### src/rtl/uart_pkg.sv
// Shared definitions for the UART transmit path: FSM state encoding,
// line-level constants for start/stop bits and the default payload width.
// The optional second stop bit is selected with macro UART_TX_STOP2_EN.
package uart_pkg;

  localparam int DEFAULT_DATAWIDTH = 8;

  // Transmitter FSM state encoding
  localparam logic [2:0] IDLE   = 3'd0;
  localparam logic [2:0] START  = 3'd1;
  localparam logic [2:0] DATA   = 3'd2;
  localparam logic [2:0] PARITY = 3'd3;
  localparam logic [2:0] STOP   = 3'd4;

  // Serial line levels for the framing bits
  localparam logic START_BIT = 1'b0;
  localparam logic STOP_BIT  = 1'b1;

endpackage

### src/rtl/uart_tx_serializer.sv
// Load/shift register and bit counter for the UART transmitter.
// load captures P_DATA and clears the counter; shift_en is held high for
// every DATA cycle and advances the register by one bit, LSB first.
// ser_bit is the bit the line must carry in the *next* cycle so the
// controller can register TX_OUT without a combinational input path:
// before the first shift it is bit 0, during DATA it is the following bit.
// ser_done pulses during the last data-bit cycle.
module uart_tx_serializer
  import uart_pkg::*;
#(
  parameter int DATAWIDTH = DEFAULT_DATAWIDTH
) (
  input  logic                 clk,
  input  logic                 rst,
  input  logic                 load,
  input  logic                 shift_en,
  input  logic [DATAWIDTH-1:0] P_DATA,
  output logic                 ser_bit,
  output logic                 ser_done
);

  localparam int                CNT_W    = $clog2(DATAWIDTH);
  localparam logic [CNT_W-1:0]  LAST_BIT = CNT_W'(DATAWIDTH - 1);

  logic [DATAWIDTH-1:0] r_shreg;
  logic [CNT_W-1:0]     r_cnt;

  // Capture the payload on load, then shift right once per DATA cycle
  // NOTE: the shift register is reset explicitly so that an aborted frame
  // leaves no stale payload behind; it is small, so the reset costs nothing.
  always_ff @(posedge clk or negedge rst) begin
    if (!rst) begin
      r_shreg <= '0;
      r_cnt   <= '0;
    end else if (load) begin
      r_shreg <= P_DATA;
      r_cnt   <= '0;
    end else if (shift_en) begin
      r_shreg <= r_shreg >> 1;
      r_cnt   <= r_cnt + 1'b1;
    end
  end

  assign ser_bit  = shift_en ? r_shreg[1] : r_shreg[0];
  assign ser_done = shift_en && (r_cnt == LAST_BIT);

endmodule

### src/rtl/uart_tx_ctrl.sv
// UART transmit controller: frames a DATAWIDTH-bit payload as
// start bit, data bits LSB first, optional parity bit, stop bit(s).
// TX_OUT and busy are registered from the next-state decode, so the line
// changes on the same edge that moves the FSM.
// Define UART_TX_STOP2_EN to send two stop bits instead of one.
module uart_tx_ctrl
  import uart_pkg::*;
#(
  parameter int DATAWIDTH = DEFAULT_DATAWIDTH
) (
  input  logic                 clk,
  input  logic                 rst,
  input  logic [DATAWIDTH-1:0] P_DATA,
  input  logic                 Data_Valid,
  input  logic                 PAR_EN,
  input  logic                 par_bit,
  output logic                 TX_OUT,
  output logic                 busy
);

  logic [2:0] r_state;
  logic [2:0] w_next;
  logic       r_tx_out;
  logic       r_busy;
  logic       r_par_en;
  logic       w_tx_next;
  logic       w_load;
  logic       w_shift_en;
  logic       w_ser_bit;
  logic       w_ser_done;
`ifdef UART_TX_STOP2_EN
  logic       r_stop_second;
`endif

  // A request is only honoured in IDLE; pulses while busy are dropped
  assign w_load     = (r_state == IDLE) && Data_Valid;
  assign w_shift_en = (r_state == DATA);

  uart_tx_serializer #(
    .DATAWIDTH (DATAWIDTH)
  ) u_serializer (
    .clk      (clk),
    .rst      (rst),
    .load     (w_load),
    .shift_en (w_shift_en),
    .P_DATA   (P_DATA),
    .ser_bit  (w_ser_bit),
    .ser_done (w_ser_done)
  );

  // Next-state decode for the framing FSM
  // NOTE: w_next gets a default before the case so that no path leaves it
  // unassigned, which would otherwise infer a latch.
  always_comb begin
    w_next = r_state;
    case (r_state)
      IDLE:    if (Data_Valid) w_next = START;
      START:   w_next = DATA;
      DATA:    if (w_ser_done) w_next = r_par_en ? PARITY : STOP;
      PARITY:  w_next = STOP;
`ifdef UART_TX_STOP2_EN
      STOP:    if (r_stop_second) w_next = IDLE;
`else
      STOP:    w_next = IDLE;
`endif
      default: w_next = IDLE;
    endcase
  end

  // Line level for the state being entered
  always_comb begin
    w_tx_next = STOP_BIT;
    case (w_next)
      START:   w_tx_next = START_BIT;
      DATA:    w_tx_next = w_ser_bit;
      PARITY:  w_tx_next = par_bit;
      default: w_tx_next = STOP_BIT;
    endcase
  end

  // State and registered outputs; reset aborts any frame in flight
  // NOTE: sequential state uses non-blocking assignments so every register
  // samples the pre-edge values regardless of statement order.
  always_ff @(posedge clk or negedge rst) begin
    if (!rst) begin
      r_state  <= IDLE;
      r_tx_out <= STOP_BIT;
      r_busy   <= 1'b0;
    end else begin
      r_state  <= w_next;
      r_tx_out <= w_tx_next;
      r_busy   <= (w_next != IDLE);
    end
  end

  // Parity enable is frozen at acceptance so mid-frame changes are ignored
  always_ff @(posedge clk or negedge rst) begin
    if (!rst) begin
      r_par_en <= 1'b0;
    end else if (w_load) begin
      r_par_en <= PAR_EN;
    end
  end

`ifdef UART_TX_STOP2_EN
  // Marks the second STOP cycle so the FSM holds STOP for two cycles
  always_ff @(posedge clk or negedge rst) begin
    if (!rst) begin
      r_stop_second <= 1'b0;
    end else begin
      r_stop_second <= (r_state == STOP) && !r_stop_second;
    end
  end
`endif

  assign TX_OUT = r_tx_out;
  assign busy   = r_busy;

endmodule

### config.mk
export PLATFORM = sky130hd
export DESIGN_NAME = uart_tx_ctrl
export DESIGN_NICKNAME = d
export VERILOG_FILES = /design/src/rtl/uart_pkg.sv /design/src/rtl/uart_tx_serializer.sv /design/src/rtl/uart_tx_ctrl.sv
export SDC_FILE = /design/constraint.sdc
export NUM_CORES = 1
export LEC_CHECK = 0
export ABC_AREA = 1
export BUFFER_PORTS_ARGS = -buffer_cell sky130_fd_sc_hd__buf_2
export CORE_MARGIN = 5
export CORE_UTILIZATION = 55
export CTS_CLUSTER_SIZE = 30
export DETAILED_ROUTE_END_ITERATION = 7
export HOLD_SLACK_MARGIN = 0.1
export PLACE_DENSITY = 0.79
export SETUP_SLACK_MARGIN = 0.1
export SLEW_MARGIN = 5
export SYNTH_ARGS = -nofsm -noshare
export SYNTH_HDL_FRONTEND = slang
export SYNTH_SLANG_ARGS = --single-unit
### constraint.sdc
create_clock -name clk -period 2.1 [get_ports clk]
set_input_delay 0.315 -clock clk [delete_from_list [all_inputs] [get_ports clk]]
set_output_delay 0.315 -clock clk [all_outputs]
set_load 0.01 [all_outputs]
==> results.sh <==
export IMPL_htreeDepth=1
export IMPL_crit_arrival_ns=1.64
export IMPL_slew_headroom_pct=68.07
export IMPL_initialDrtViolationCount=28
export IMPL_die_w_um=48.37
export IMPL_numPortBuffers=14
export IMPL_clockBufferDepth=2
export IMPL_antenna_left=0
export IMPL_min_period_ns=1.421
export IMPL_period_share_pct=67.67
export IMPL_critical_path_n_buffers_inverters=1
export IMPL_peakVddDrop_mv=0.7640
export IMPL_finalSetupTns_ns=0
export IMPL_coreArea_mm2=0.001350
export IMPL_core_rowCount=13
export IMPL_clock_skew_ns=0.001709
export IMPL_syn_nets=103
export IMPL_grt_use_total_pct=13.89
export IMPL_worst_setup_path_start_kind="flop"
export IMPL_drc=0
export IMPL_firstDrtPassIters=7
export IMPL_min_path_type="input pin to flop"
export IMPL_drv_cap=0
export IMPL_post_cts_setup_buffers=0
export IMPL_synth_cell_area_um2=809.5
export IMPL_cp_max_fo=11
export IMPL_root_buffer="clkbuf_4"
export IMPL_drv_slew=0
export IMPL_clkSinkCount=17
export IMPL_grt_pass1_wl_um=2656
export IMPL_critPathSlowestCell="dfrtp_1"
export IMPL_setup_viol=0
export IMPL_synthToLayoutAreaGrowth_pct=11.13
export IMPL_wl_per_cell_um=12.92
export IMPL_antenna_found_initial=0
export IMPL_cts_tree="built"
export IMPL_rsz0062_at_grt="false"
export IMPL_path_cells="nor2_2 > nand2_1 > inv_2 > nand4_1 > nand3_1"
export IMPL_gp_congestion=0.8489
export IMPL_powerDensity_mw_per_mm2=1523
export IMPL_dpl_instance_area_um2=863.3
export IMPL_io_pins=15
export IMPL_clk_pin_slew_ns=0.09
export IMPL_async_flop_share_pct=100.0
export IMPL_nets=119
export IMPL_gr_total_overflow=0
export IMPL_fmax_ghz=0.7037
export IMPL_die_h_um=48.37
export IMPL_final_common_cell="nand2_1"
export IMPL_die_area_mm2=0.002339
export IMPL_wirelength_um=1524
export IMPL_initial_core_util_pct=59.96
export IMPL_stdcell_area_um2=899.6
export IMPL_synth_cell_types=21
export IMPL_route_vias_total=649
export IMPL_hold_violations=0
export IMPL_critical_path_max_stage_delay_ns=0.40
export IMPL_synth_ff_type="dfrtp_1"
export IMPL_status="completed"
export IMPL_n_antenna_cell=0
export IMPL_grt_pass1_vias=619
export IMPL_dp_hpwl_um=1180
export IMPL_syn_inst=88
export IMPL_synth_avg_cell_area_um2=9.199
export IMPL_ys_seq_area_share_pct=52.70
export IMPL_synth_seq_cells=17
export IMPL_drt_vias_per_instance=5.500
export IMPL_critPathCaptureType="flop"
export IMPL_worst_slew_pin_transition_ns=0.4784
export IMPL_crit_family="simple AND/OR/NAND/NOR gates"
export IMPL_layout_common_cells="22 x nand2_1, 16 x dfrtp_1, 14 x buf_2"
export IMPL_synth_warning_count=0
export IMPL_worstSetupPathType="flop to flop"
export IMPL_power_leakage_nw=0.4714
export IMPL_crit_required_ns=2.32
export IMPL_grt_max_degree=18
export IMPL_cts_inserted_buffers=3
export IMPL_synth_edff_count=0
export IMPL_clk_latency_ns=0.27
export IMPL_final_layout_size_suffix_gt1_share_pct=22.33
power breakdown:
group          total [mW]  switching, mW  internal [mW]
Combinational       0.616          0.399          0.217
Sequential          0.588         0.0968          0.491
Clock               0.165         0.0918         0.0735
timing repair:
item | 4_1_cts | 5_1_grt
endpoints found under the hold margin | 16 | 0
hold buffers | 1 | 0
resized for setup | 0 | 0
routing by layer:
| layer | wire length (um) | GRT usage (%) | part of all wire (%) |
|---|---|---|---|
| met3 | 45 | 3.058 | 3.0 |
| met4 | 15 | 5.530 | 0.98 |
| met5 | 0 | 0 | 0 |
| met2 | 726 | 20.22 | 48 |
| met1 | 736 | 19.77 | 48 |
metrics by stage:
stage	hold slack [ns]	power (mW)	utilization [%]	cells	worst slack (ns)
after global placement	0.2511	1.187	63.95	113	0.7350
after CTS	0.2565	1.381	66.64	118	0.6744
after global routing	0.2732	1.512	66.64	118	0.5244
after detailed placement	0.2531	1.211	63.95	113	0.7034
final	0.2655	1.370	66.64	118	0.6789
after floorplan	0.01941	1.110	-	88	0.9015
kinds of logic after synthesis:
group                    share of synthesized area, %
flip-flops                                      52.70
AND/OR/NAND/NOR                                 25.97
adder cells (fa/ha/maj)                         3.091
AO/OA/AOI/OAI                                   9.273
buffers and inverters                           8.965
worst min-delay path: stages:
cell and delay [ns]:
buf_2 0.08, o21ai_1 0.06, nand2_1 0.06
flip-flops by register name, indices dropped and copies added, names as in the netlist:
| register | count |
|---|---|
| busy | 1 |
| r_par_en | 1 |
| u_serializer.r_shreg | 8 |
| u_serializer.r_cnt | 3 |
| TX_OUT | 1 |
| r_state | 3 |
cell type report:
| cell class | count | area (um^2) |
|---|---|---|
| tap | 15 | 18.77 |
| clock buffer | 4 | 26.28 |
| fill | 117 | 450.4 |
| inverter | 10 | 37.54 |
| sequential | 17 | 426.7 |
| timing repair buffer | 15 | 80.08 |
| multi-input combinational | 57 | 310.3 |
cell usage after synthesis (2+ instances only):
library cell  instances  share of area, %
dfrtp_1              16                49
a31oi_1               2               1.5
nand2_1              22                10
o21ai_1               3               1.9
inv_2                 2              0.93
nand4_1               8               6.2
o21ai_0               2               1.2
inv_1                 8               3.7
a22o_1                2               2.2
nand3_1              10               6.2
ha_1                  2               3.1
buf_6                 2               2.8
worst paths after layout:
check                                         from                      end  slack [ns]  cells past startpoint
max in group asynchronous                      rst                   TX_OUT        1.32                      2
min in group asynchronous                      rst                     busy        0.47                      2
min                                      P_DATA[6]  u_serializer.r_shreg[6]        0.27                      3
max                                     r_state[2]                   TX_OUT        0.68                      5
min reg2reg                u_serializer.r_shreg[2]  u_serializer.r_shreg[1]        0.50                      2
max reg2reg                             r_state[2]                   TX_OUT        0.68                      5
Power figures use the tool's default switching activity.
